==> config.mk <==
export PLATFORM = sky130hd
export DESIGN_NAME = wb_regfile_flat
export DESIGN_NICKNAME = d
export VERILOG_FILES = /design/src/rtl/wb_regfile_if.sv /design/src/rtl/wb_regfile.sv /design/src/flat_wrapper.sv
export SDC_FILE = /design/constraint.sdc
export NUM_CORES = 1
export LEC_CHECK = 0
export ABC_AREA = 1
export CORE_ASPECT_RATIO = 0.75
export CORE_MARGIN = 2
export CORE_UTILIZATION = 58
export DETAILED_ROUTE_END_ITERATION = 10
export DONT_BUFFER_PORTS = 1
export GPL_ROUTABILITY_DRIVEN = 0
export PLACE_DENSITY_LB_ADDON = 0.05
export SYNTH_ARGS = -nofsm -noshare
export SYNTH_HDL_FRONTEND = slang
export SYNTH_SLANG_ARGS = --single-unit
==> constraint.sdc <==
create_clock -name clk -period 5.3 [get_ports clk]
set_input_delay 1.59 -clock clk [delete_from_list [all_inputs] [get_ports clk]]
set_output_delay 1.59 -clock clk [all_outputs]
set_load 0.05 [all_outputs]
==> src/rtl/wb_regfile_if.sv <==
// Decode-stage bundle for wb_regfile: writeback bundle, operand reads,
// issue/scoreboard handshake and sticky error flags.
interface wb_regfile_if #(
  parameter int DATA_WIDTH = 16,
  parameter int ADDR_WIDTH = 3
);
  logic [DATA_WIDTH+ADDR_WIDTH:0] WB;
  logic [ADDR_WIDTH-1:0]          RsrcAddr1;
  logic [ADDR_WIDTH-1:0]          RsrcAddr2;
  logic [DATA_WIDTH-1:0]          Rdata1;
  logic [DATA_WIDTH-1:0]          Rdata2;
  logic                           IssueValid;
  logic                           IssueWB;
  logic [ADDR_WIDTH-1:0]          IssueRdst;
  logic                           Busy1;
  logic                           Busy2;
  logic                           IssueFull;
  logic                           Overflow;
  logic                           Underflow;

  modport master (
    output WB, RsrcAddr1, RsrcAddr2, IssueValid, IssueWB, IssueRdst,
    input  Rdata1, Rdata2, Busy1, Busy2, IssueFull, Overflow, Underflow
  );

  modport slave (
    input  WB, RsrcAddr1, RsrcAddr2, IssueValid, IssueWB, IssueRdst,
    output Rdata1, Rdata2, Busy1, Busy2, IssueFull, Overflow, Underflow
  );
endinterface

==> src/rtl/wb_regfile.sv <==
// Eight-entry register file with per-register pending-write scoreboard.
// Define WB_REGFILE_BYPASS_EN for same-cycle writeback-to-read forwarding.
module wb_regfile #(
  parameter int DATA_WIDTH = 16,
  parameter int ADDR_WIDTH = 3,
  parameter int PEND_WIDTH = 2
) (
  input logic         clk,
  input logic         rst,
  wb_regfile_if.slave bus
);
  localparam int NUM_REGS = 1 << ADDR_WIDTH;
  localparam logic [PEND_WIDTH-1:0] PEND_MAX = '1;
  localparam logic [PEND_WIDTH-1:0] PEND_ONE = PEND_WIDTH'(1);

  logic [DATA_WIDTH-1:0] r_regs [NUM_REGS];
  logic [PEND_WIDTH-1:0] r_pend [NUM_REGS];
  logic                  r_overflow;
  logic                  r_underflow;

  logic [PEND_WIDTH-1:0] w_pend_nxt [NUM_REGS];
  logic [NUM_REGS-1:0]   w_inc_hit;
  logic [NUM_REGS-1:0]   w_dec_hit;

  logic                  w_wb_en;
  logic [ADDR_WIDTH-1:0] w_wb_addr;
  logic [DATA_WIDTH-1:0] w_wb_data;
  logic                  w_issue_req;
  logic                  w_issue_full;
  logic                  w_inc;
  logic                  w_ovf_set;
  logic                  w_udf_set;
  logic [PEND_WIDTH-1:0] w_pend_rd1;
  logic [PEND_WIDTH-1:0] w_pend_rd2;
  logic                  w_byp1;
  logic                  w_byp2;

  assign w_wb_en   = bus.WB[0];
  assign w_wb_addr = bus.WB[ADDR_WIDTH:1];
  assign w_wb_data = bus.WB[DATA_WIDTH+ADDR_WIDTH:ADDR_WIDTH+1];

  assign w_issue_req  = bus.IssueValid & bus.IssueWB;
  assign w_issue_full = (r_pend[bus.IssueRdst] == PEND_MAX);
  assign w_inc        = w_issue_req & ~w_issue_full;
  assign w_ovf_set    = w_issue_req & w_issue_full;

  for (genvar g = 0; g < NUM_REGS; g++) begin : g_hit
    assign w_inc_hit[g] = w_inc   & (bus.IssueRdst == ADDR_WIDTH'(g));
    assign w_dec_hit[g] = w_wb_en & (w_wb_addr     == ADDR_WIDTH'(g));
  end

  // A writeback that coincides with an issue to the same register cancels out,
  // so it is never an underflow even when the counter is zero.
  assign w_udf_set = w_wb_en & ~w_inc_hit[w_wb_addr] & (r_pend[w_wb_addr] == '0);

  always_comb begin
    for (int i = 0; i < NUM_REGS; i++) begin
      w_pend_nxt[i] = r_pend[i];
      if (w_inc_hit[i] && !w_dec_hit[i]) begin
        w_pend_nxt[i] = r_pend[i] + PEND_ONE;
      end else if (!w_inc_hit[i] && w_dec_hit[i] && (r_pend[i] != '0)) begin
        w_pend_nxt[i] = r_pend[i] - PEND_ONE;
      end
    end
  end

  // NOTE: the register array is reset like ordinary flops because its reset
  // value is architecturally visible on the read ports; state uses <= only.
  always_ff @(posedge clk or posedge rst) begin
    if (rst) begin
      for (int i = 0; i < NUM_REGS; i++) begin
        r_regs[i] <= '0;
        r_pend[i] <= '0;
      end
      r_overflow  <= 1'b0;
      r_underflow <= 1'b0;
    end else begin
      if (w_wb_en) begin
        r_regs[w_wb_addr] <= w_wb_data;
      end
      for (int i = 0; i < NUM_REGS; i++) begin
        r_pend[i] <= w_pend_nxt[i];
      end
      r_overflow  <= r_overflow  | w_ovf_set;
      r_underflow <= r_underflow | w_udf_set;
    end
  end

  assign w_pend_rd1 = r_pend[bus.RsrcAddr1];
  assign w_pend_rd2 = r_pend[bus.RsrcAddr2];

`ifdef WB_REGFILE_BYPASS_EN
  // Forwarding is suppressed during reset so reads show the cleared state.
  assign w_byp1 = ~rst & w_wb_en & (w_wb_addr == bus.RsrcAddr1);
  assign w_byp2 = ~rst & w_wb_en & (w_wb_addr == bus.RsrcAddr2);

  assign bus.Rdata1 = w_byp1 ? w_wb_data : r_regs[bus.RsrcAddr1];
  assign bus.Rdata2 = w_byp2 ? w_wb_data : r_regs[bus.RsrcAddr2];
  assign bus.Busy1  = (w_pend_rd1 != '0) & ~(w_byp1 & (w_pend_rd1 == PEND_ONE));
  assign bus.Busy2  = (w_pend_rd2 != '0) & ~(w_byp2 & (w_pend_rd2 == PEND_ONE));
`else
  assign w_byp1 = 1'b0;
  assign w_byp2 = 1'b0;

  assign bus.Rdata1 = r_regs[bus.RsrcAddr1];
  assign bus.Rdata2 = r_regs[bus.RsrcAddr2];
  assign bus.Busy1  = (w_pend_rd1 != '0) & ~w_byp1;
  assign bus.Busy2  = (w_pend_rd2 != '0) & ~w_byp2;
`endif

  assign bus.IssueFull = w_issue_full;
  assign bus.Overflow  = r_overflow;
  assign bus.Underflow = r_underflow;
endmodule

==> src/flat_wrapper.sv <==
// flat-port wrapper written by rule: the top's interface ports become plain ports
module wb_regfile_flat 
#(
  parameter int DATA_WIDTH = 16,
  parameter int ADDR_WIDTH = 3,
  parameter int PEND_WIDTH = 2
)
  (clk, rst, bus_WB, bus_RsrcAddr1, bus_RsrcAddr2, bus_IssueValid, bus_IssueWB, bus_IssueRdst, bus_Rdata1, bus_Rdata2, bus_Busy1, bus_Busy2, bus_IssueFull, bus_Overflow, bus_Underflow);
  wb_regfile_if #(.DATA_WIDTH(DATA_WIDTH), .ADDR_WIDTH(ADDR_WIDTH)) bus_i ();
  input logic clk;
  input logic rst;
  input wire logic [$bits(bus_i.WB)-1:0] bus_WB;
  input wire logic [$bits(bus_i.RsrcAddr1)-1:0] bus_RsrcAddr1;
  input wire logic [$bits(bus_i.RsrcAddr2)-1:0] bus_RsrcAddr2;
  input wire logic [$bits(bus_i.IssueValid)-1:0] bus_IssueValid;
  input wire logic [$bits(bus_i.IssueWB)-1:0] bus_IssueWB;
  input wire logic [$bits(bus_i.IssueRdst)-1:0] bus_IssueRdst;
  output wire logic [$bits(bus_i.Rdata1)-1:0] bus_Rdata1;
  output wire logic [$bits(bus_i.Rdata2)-1:0] bus_Rdata2;
  output wire logic [$bits(bus_i.Busy1)-1:0] bus_Busy1;
  output wire logic [$bits(bus_i.Busy2)-1:0] bus_Busy2;
  output wire logic [$bits(bus_i.IssueFull)-1:0] bus_IssueFull;
  output wire logic [$bits(bus_i.Overflow)-1:0] bus_Overflow;
  output wire logic [$bits(bus_i.Underflow)-1:0] bus_Underflow;
  assign bus_i.WB = bus_WB;
  assign bus_i.RsrcAddr1 = bus_RsrcAddr1;
  assign bus_i.RsrcAddr2 = bus_RsrcAddr2;
  assign bus_i.IssueValid = bus_IssueValid;
  assign bus_i.IssueWB = bus_IssueWB;
  assign bus_i.IssueRdst = bus_IssueRdst;
  assign bus_Rdata1 = bus_i.Rdata1;
  assign bus_Rdata2 = bus_i.Rdata2;
  assign bus_Busy1 = bus_i.Busy1;
  assign bus_Busy2 = bus_i.Busy2;
  assign bus_IssueFull = bus_i.IssueFull;
  assign bus_Overflow = bus_i.Overflow;
  assign bus_Underflow = bus_i.Underflow;
  wb_regfile #(.DATA_WIDTH(DATA_WIDTH), .ADDR_WIDTH(ADDR_WIDTH), .PEND_WIDTH(PEND_WIDTH)) u_core (.clk(clk), .rst(rst), .bus(bus_i));
endmodule
==> results list <==
- Layout cells sized above 1: 8.25%
- The final-report max-slew violation count came to 0.
* Biggest area consumer among synthesized cells: sky130_fd_sc_hd__dfrtp_1
- Fin Hold WS: 0.484 ns
- Once the floorplan was initialized, standard cells occupied 59.6% of the core.
- Once detailed placement completed, the half-perimeter wirelength came to 15300 µm.
- The detail route stage leaves a number of antenna-violating nets equal to 0.
- In the final routed layout, each cell accounts on average for 18.6 µm.
- Number of resized instances in the post-cts repair step: 0
- Overall power consumption after layout is estimated at 3.72 mW.
- CTS sink cnt: 146
- The synthesized netlist devotes 0.732% of its cell area to XOR and XNOR gates.
- Synthesized Nets: 1171
- Global routing consumed, on the met3 layer, 10.9% of the routing resources.
- CTS tree: yes
- Number of optimization iterations in the first detailed-route pass: 6
- Setup repair after global routing missed its margin: no
- Sum of negative setup slack: 0 ns
- After Yosys synthesis, full adders, half adders and majority gates account for 0% of the synthesized area.
* Boundary Pins: 70
- Synthesis handed over a netlist of 1138 instances.
* Total of fill cells in the finished design: 1173
- For the worst setup path, the data arrival time is 3.05 ns.
- The number of failing hold endpoints at the final stage came to 0.
- Max capacitance violation total: 0
- Die Ht: 107 µm
- Post-Place Setup Slack: 0.763 ns
- For this run, the post-layout net count is 1159.
* Main area contributors after synthesis: sky130_fd_sc_hd__dfrtp_1 45%, sky130_fd_sc_hd__o21ai_0 16%, sky130_fd_sc_hd__nand2_1 12%
- After global routing the overflow that remains totals 0.
* Vias per Instance: 5.96
- Measured against its own limit, the worst slew margin works out to 25.8%.
- The routed layout has 7832 vias.
* Share of the yosys chip area belonging to registers: 44.6%
- Area Overhead vs Synth: 10.8%
* Maximum number of pins on one net before global-route repair: 147
* Achievable Freq: 216 MHz
- Post-route clock period utilization: 87.5%
- Synth Area in Simple Gates: 18.5%
* Later-pin clock latency in the skew report: 0.43 ns
* Top Usage Layer GRT: met1
- Crit start category: input port
- The first global-routing pass estimated 38800 µm of wire.
- Kind of critical path: in -> out
- For the final database, setup skew stands at 0.00671 ns.
* Number of core rows: 37
- The routed design has 24500 µm of wire.
- PwrDens: 410 nW/µm²
- Number of buffer cells added on primary ports: 0
- After detailed routing, the number of remaining DRC violations is 0.
- For the worst setup path, the data required time is 3.71 ns.
* Core Region: 13700 µm²
- Seq. cell area: 3650 µm²
- Worst voltage drop across the vdd grid: 0.307 mV
- Of all nets on the critical path, the largest fanout is 89.
- Static leakage: 4.22 nW
- Largest family of logic cells by synthesized area: compound AO/OA/AOI/OAI gates
- Summed over its instances, the top area cell type makes up 44.6% of the synthesized netlist area.
* Multiplexer share of the synthesized area: 0%
- The H-tree was split into 4 levels.
* Fraction of met2 tracks used by global routing: 45.7%
- Post-CTS setup buffers: 0
* Worst hold path class: reg -> reg
- CTS Root Cell: sky130_fd_sc_hd__clkbuf_16
- The die covers 15100 µm².
- Actual slew at the worst max-slew pin: 1.11 ns
- From left edge to right edge, the die measures 141 µm.
* Yosys warning count: 0
* Number of buffers inserted by hold repair at cts: 0
- A synthesized cell averages 7.21 µm².
- Across all setup checks in the final design, the least slack found is 0.665 ns.
* GRT Util Overall: 33.7%
- Number of design-rule violations left by the first detailed-router iteration: 1118
* Register-to-Register Setup Slack: 3.57 ns
- The clock passes through at most 2 buffers.
- In the final layout, the multi-input gates occupy 3840 µm².
- Number of buffers created by CTS: 17
- Via count of the first global-routing pass: 6984
- Minimum period implied by the final worst setup slack: 4.64 ns
* Post-synthesis compound-gate area fraction: 27.5%
- Antenna fix cells: 0
- Final setup violating endpoints: 0
- The cell area that synthesis handed to floorplanning was 8200 µm².
- The number of antenna violations at the first check in global routing was 0.
* Count of different cell masters after synthesis: 30
- After clock tree synthesis, the clock-pin slew on the worst setup and hold paths is 0.06 ns.
- GR Layer Usage met1: 51.4%
* Post-synthesis sequential element count: 146
* Critical path endpoint category: primary output
- Outcome: complete, no violations
## path summary, 6_finish.rpt
kind                       cells past startpoint                           start                             end
hold reg to reg                                2  u_core.r_regs[111]$_DFFE_PP0P_  u_core.r_regs[111]$_DFFE_PP0P_
max in group asynchronous                      2                             rst   u_core.r_regs[92]$_DFFE_PP0P_
setup / recovery                               7                bus_RsrcAddr2[0]                  bus_Rdata2[15]
hold / removal                                 2  u_core.r_regs[111]$_DFFE_PP0P_  u_core.r_regs[111]$_DFFE_PP0P_
min in group asynchronous                      2                             rst  u_core.r_regs[116]$_DFFE_PP0P_
setup reg to reg                               9   u_core.r_pend[14]$_DFFE_PP0P_  u_core.bus.Underflow$_DFF_PP0_
## layout make-up
cell class                 instances  share of cell area, %
clock buffer                      25                   5.68
clock inverter                     7                  0.785
inverter                         110                   4.59
multi-input combinational        805                   42.2
sequential                       146                   40.2
tap                              175                   2.41
timing repair buffer              46                   4.08
## per-stage QoR
step                      cell area (µm²)  cells  utilization (%)
after detailed placement             8500   1282             61.8
after floorplan                      8200   1138                -
final                                9080   1314             66.1
after global placement               8500   1282             61.8
after CTS                            9080   1314             66.1
after global routing                 9080   1314             66.1
## worst max-delay path: stages
cell                      delay [ns]
sky130_fd_sc_hd__inv_1          0.33
sky130_fd_sc_hd__buf_12         0.25
sky130_fd_sc_hd__nor2_1         0.05
sky130_fd_sc_hd__o21ai_0        0.15
sky130_fd_sc_hd__a21oi_1        0.05
sky130_fd_sc_hd__a31oi_1        0.31
sky130_fd_sc_hd__buf_4          0.27
## routing by layer
| layer | vias to the layer above | routed length [µm] |
|---|---|---|
| met5 | - | 0 |
| met4 | 0 | 510 |
| met3 | 40 | 2930 |
| met2 | 390 | 9870 |
| met1 | 3630 | 11200 |
| li1 | 3772 | - |
## logic make-up after synthesis
logic type | count (synthesis)
compound gates | 423
xor+xnor | 6
simple gates | 376
buf+inv | 187
flops | 146
## Yosys cell counts
| cell type | count |
|---|---|
| sky130_fd_sc_hd__o21ai_0 | 259 |
| sky130_fd_sc_hd__nand2_2 | 7 |
| sky130_fd_sc_hd__o22ai_1 | 1 |
| sky130_fd_sc_hd__nor3_1 | 3 |
| sky130_fd_sc_hd__nand4_2 | 1 |
| sky130_fd_sc_hd__nand2_4 | 1 |
| sky130_fd_sc_hd__or2_4 | 1 |
| sky130_fd_sc_hd__nand3_1 | 19 |
| sky130_fd_sc_hd__xor2_2 | 1 |
| sky130_fd_sc_hd__buf_2 | 4 |
| sky130_fd_sc_hd__buf_1 | 3 |
| sky130_fd_sc_hd__o211ai_1 | 33 |
| sky130_fd_sc_hd__inv_2 | 1 |
| sky130_fd_sc_hd__a21oi_1 | 92 |
| sky130_fd_sc_hd__nand2_1 | 256 |
| sky130_fd_sc_hd__buf_6 | 1 |
| sky130_fd_sc_hd__o21bai_1 | 2 |
| sky130_fd_sc_hd__buf_4 | 1 |
| sky130_fd_sc_hd__nand4_1 | 9 |
| sky130_fd_sc_hd__xor2_1 | 5 |
| sky130_fd_sc_hd__or2_1 | 3 |
| sky130_fd_sc_hd__a211oi_1 | 1 |
| sky130_fd_sc_hd__nor2_1 | 75 |
| sky130_fd_sc_hd__a31oi_1 | 34 |
| sky130_fd_sc_hd__nand3_2 | 1 |
| sky130_fd_sc_hd__o21ai_2 | 1 |
| sky130_fd_sc_hd__clkbuf_1 | 68 |
| sky130_fd_sc_hd__inv_1 | 105 |
| sky130_fd_sc_hd__dfrtp_1 | 146 |
| sky130_fd_sc_hd__clkinv_1 | 4 |
## sequential cells by signal (all words and copies together), names as in the netlist
signal and count:
u_core.r_pend 16, u_core.r_regs 128, u_core.bus.Overflow 1, u_core.bus.Underflow 1
## report_power, final
part	leakage, nW	internal (mW)	switching, mW	total [mW]
sequential	1.79	1.37	0.210	1.58
combinational	2.14	0.315	0.642	0.957
clock	0.282	0.721	0.467	1.19
total	4.22	2.40	1.32	3.72
## layout by cell type, fill, tap and decap left out, types with 2 or more instances in the layout
| cell | synthesis | layout |
|---|---|---|
| sky130_fd_sc_hd__o21ai_0 | 259 | 259 |
| sky130_fd_sc_hd__nand2_1 | 256 | 256 |
| sky130_fd_sc_hd__dfrtp_1 | 146 | 146 |
| sky130_fd_sc_hd__inv_1 | 105 | 104 |
| sky130_fd_sc_hd__a21oi_1 | 92 | 92 |
| sky130_fd_sc_hd__nor2_1 | 75 | 72 |
| sky130_fd_sc_hd__buf_4 | 1 | 44 |
| sky130_fd_sc_hd__a31oi_1 | 34 | 34 |
| sky130_fd_sc_hd__o211ai_1 | 33 | 33 |
| sky130_fd_sc_hd__nand3_1 | 19 | 19 |
| sky130_fd_sc_hd__clkbuf_16 | 0 | 17 |
| sky130_fd_sc_hd__nand4_1 | 9 | 9 |
| sky130_fd_sc_hd__nand2_2 | 7 | 7 |
| sky130_fd_sc_hd__clkbuf_8 | 0 | 6 |
| sky130_fd_sc_hd__xor2_1 | 5 | 5 |
| sky130_fd_sc_hd__clkinvlp_4 | 0 | 4 |
| sky130_fd_sc_hd__clkinv_1 | 4 | 4 |
| sky130_fd_sc_hd__nor3_1 | 3 | 3 |
| sky130_fd_sc_hd__or2_1 | 3 | 3 |
| sky130_fd_sc_hd__nor2_2 | 0 | 3 |
| sky130_fd_sc_hd__o21bai_1 | 2 | 2 |
| sky130_fd_sc_hd__clkinv_2 | 0 | 2 |
| sky130_fd_sc_hd__clkbuf_1 | 68 | 2 |
| sky130_fd_sc_hd__buf_12 | 0 | 2 |
No activity file was read; power rests on OpenSTA's default activity.
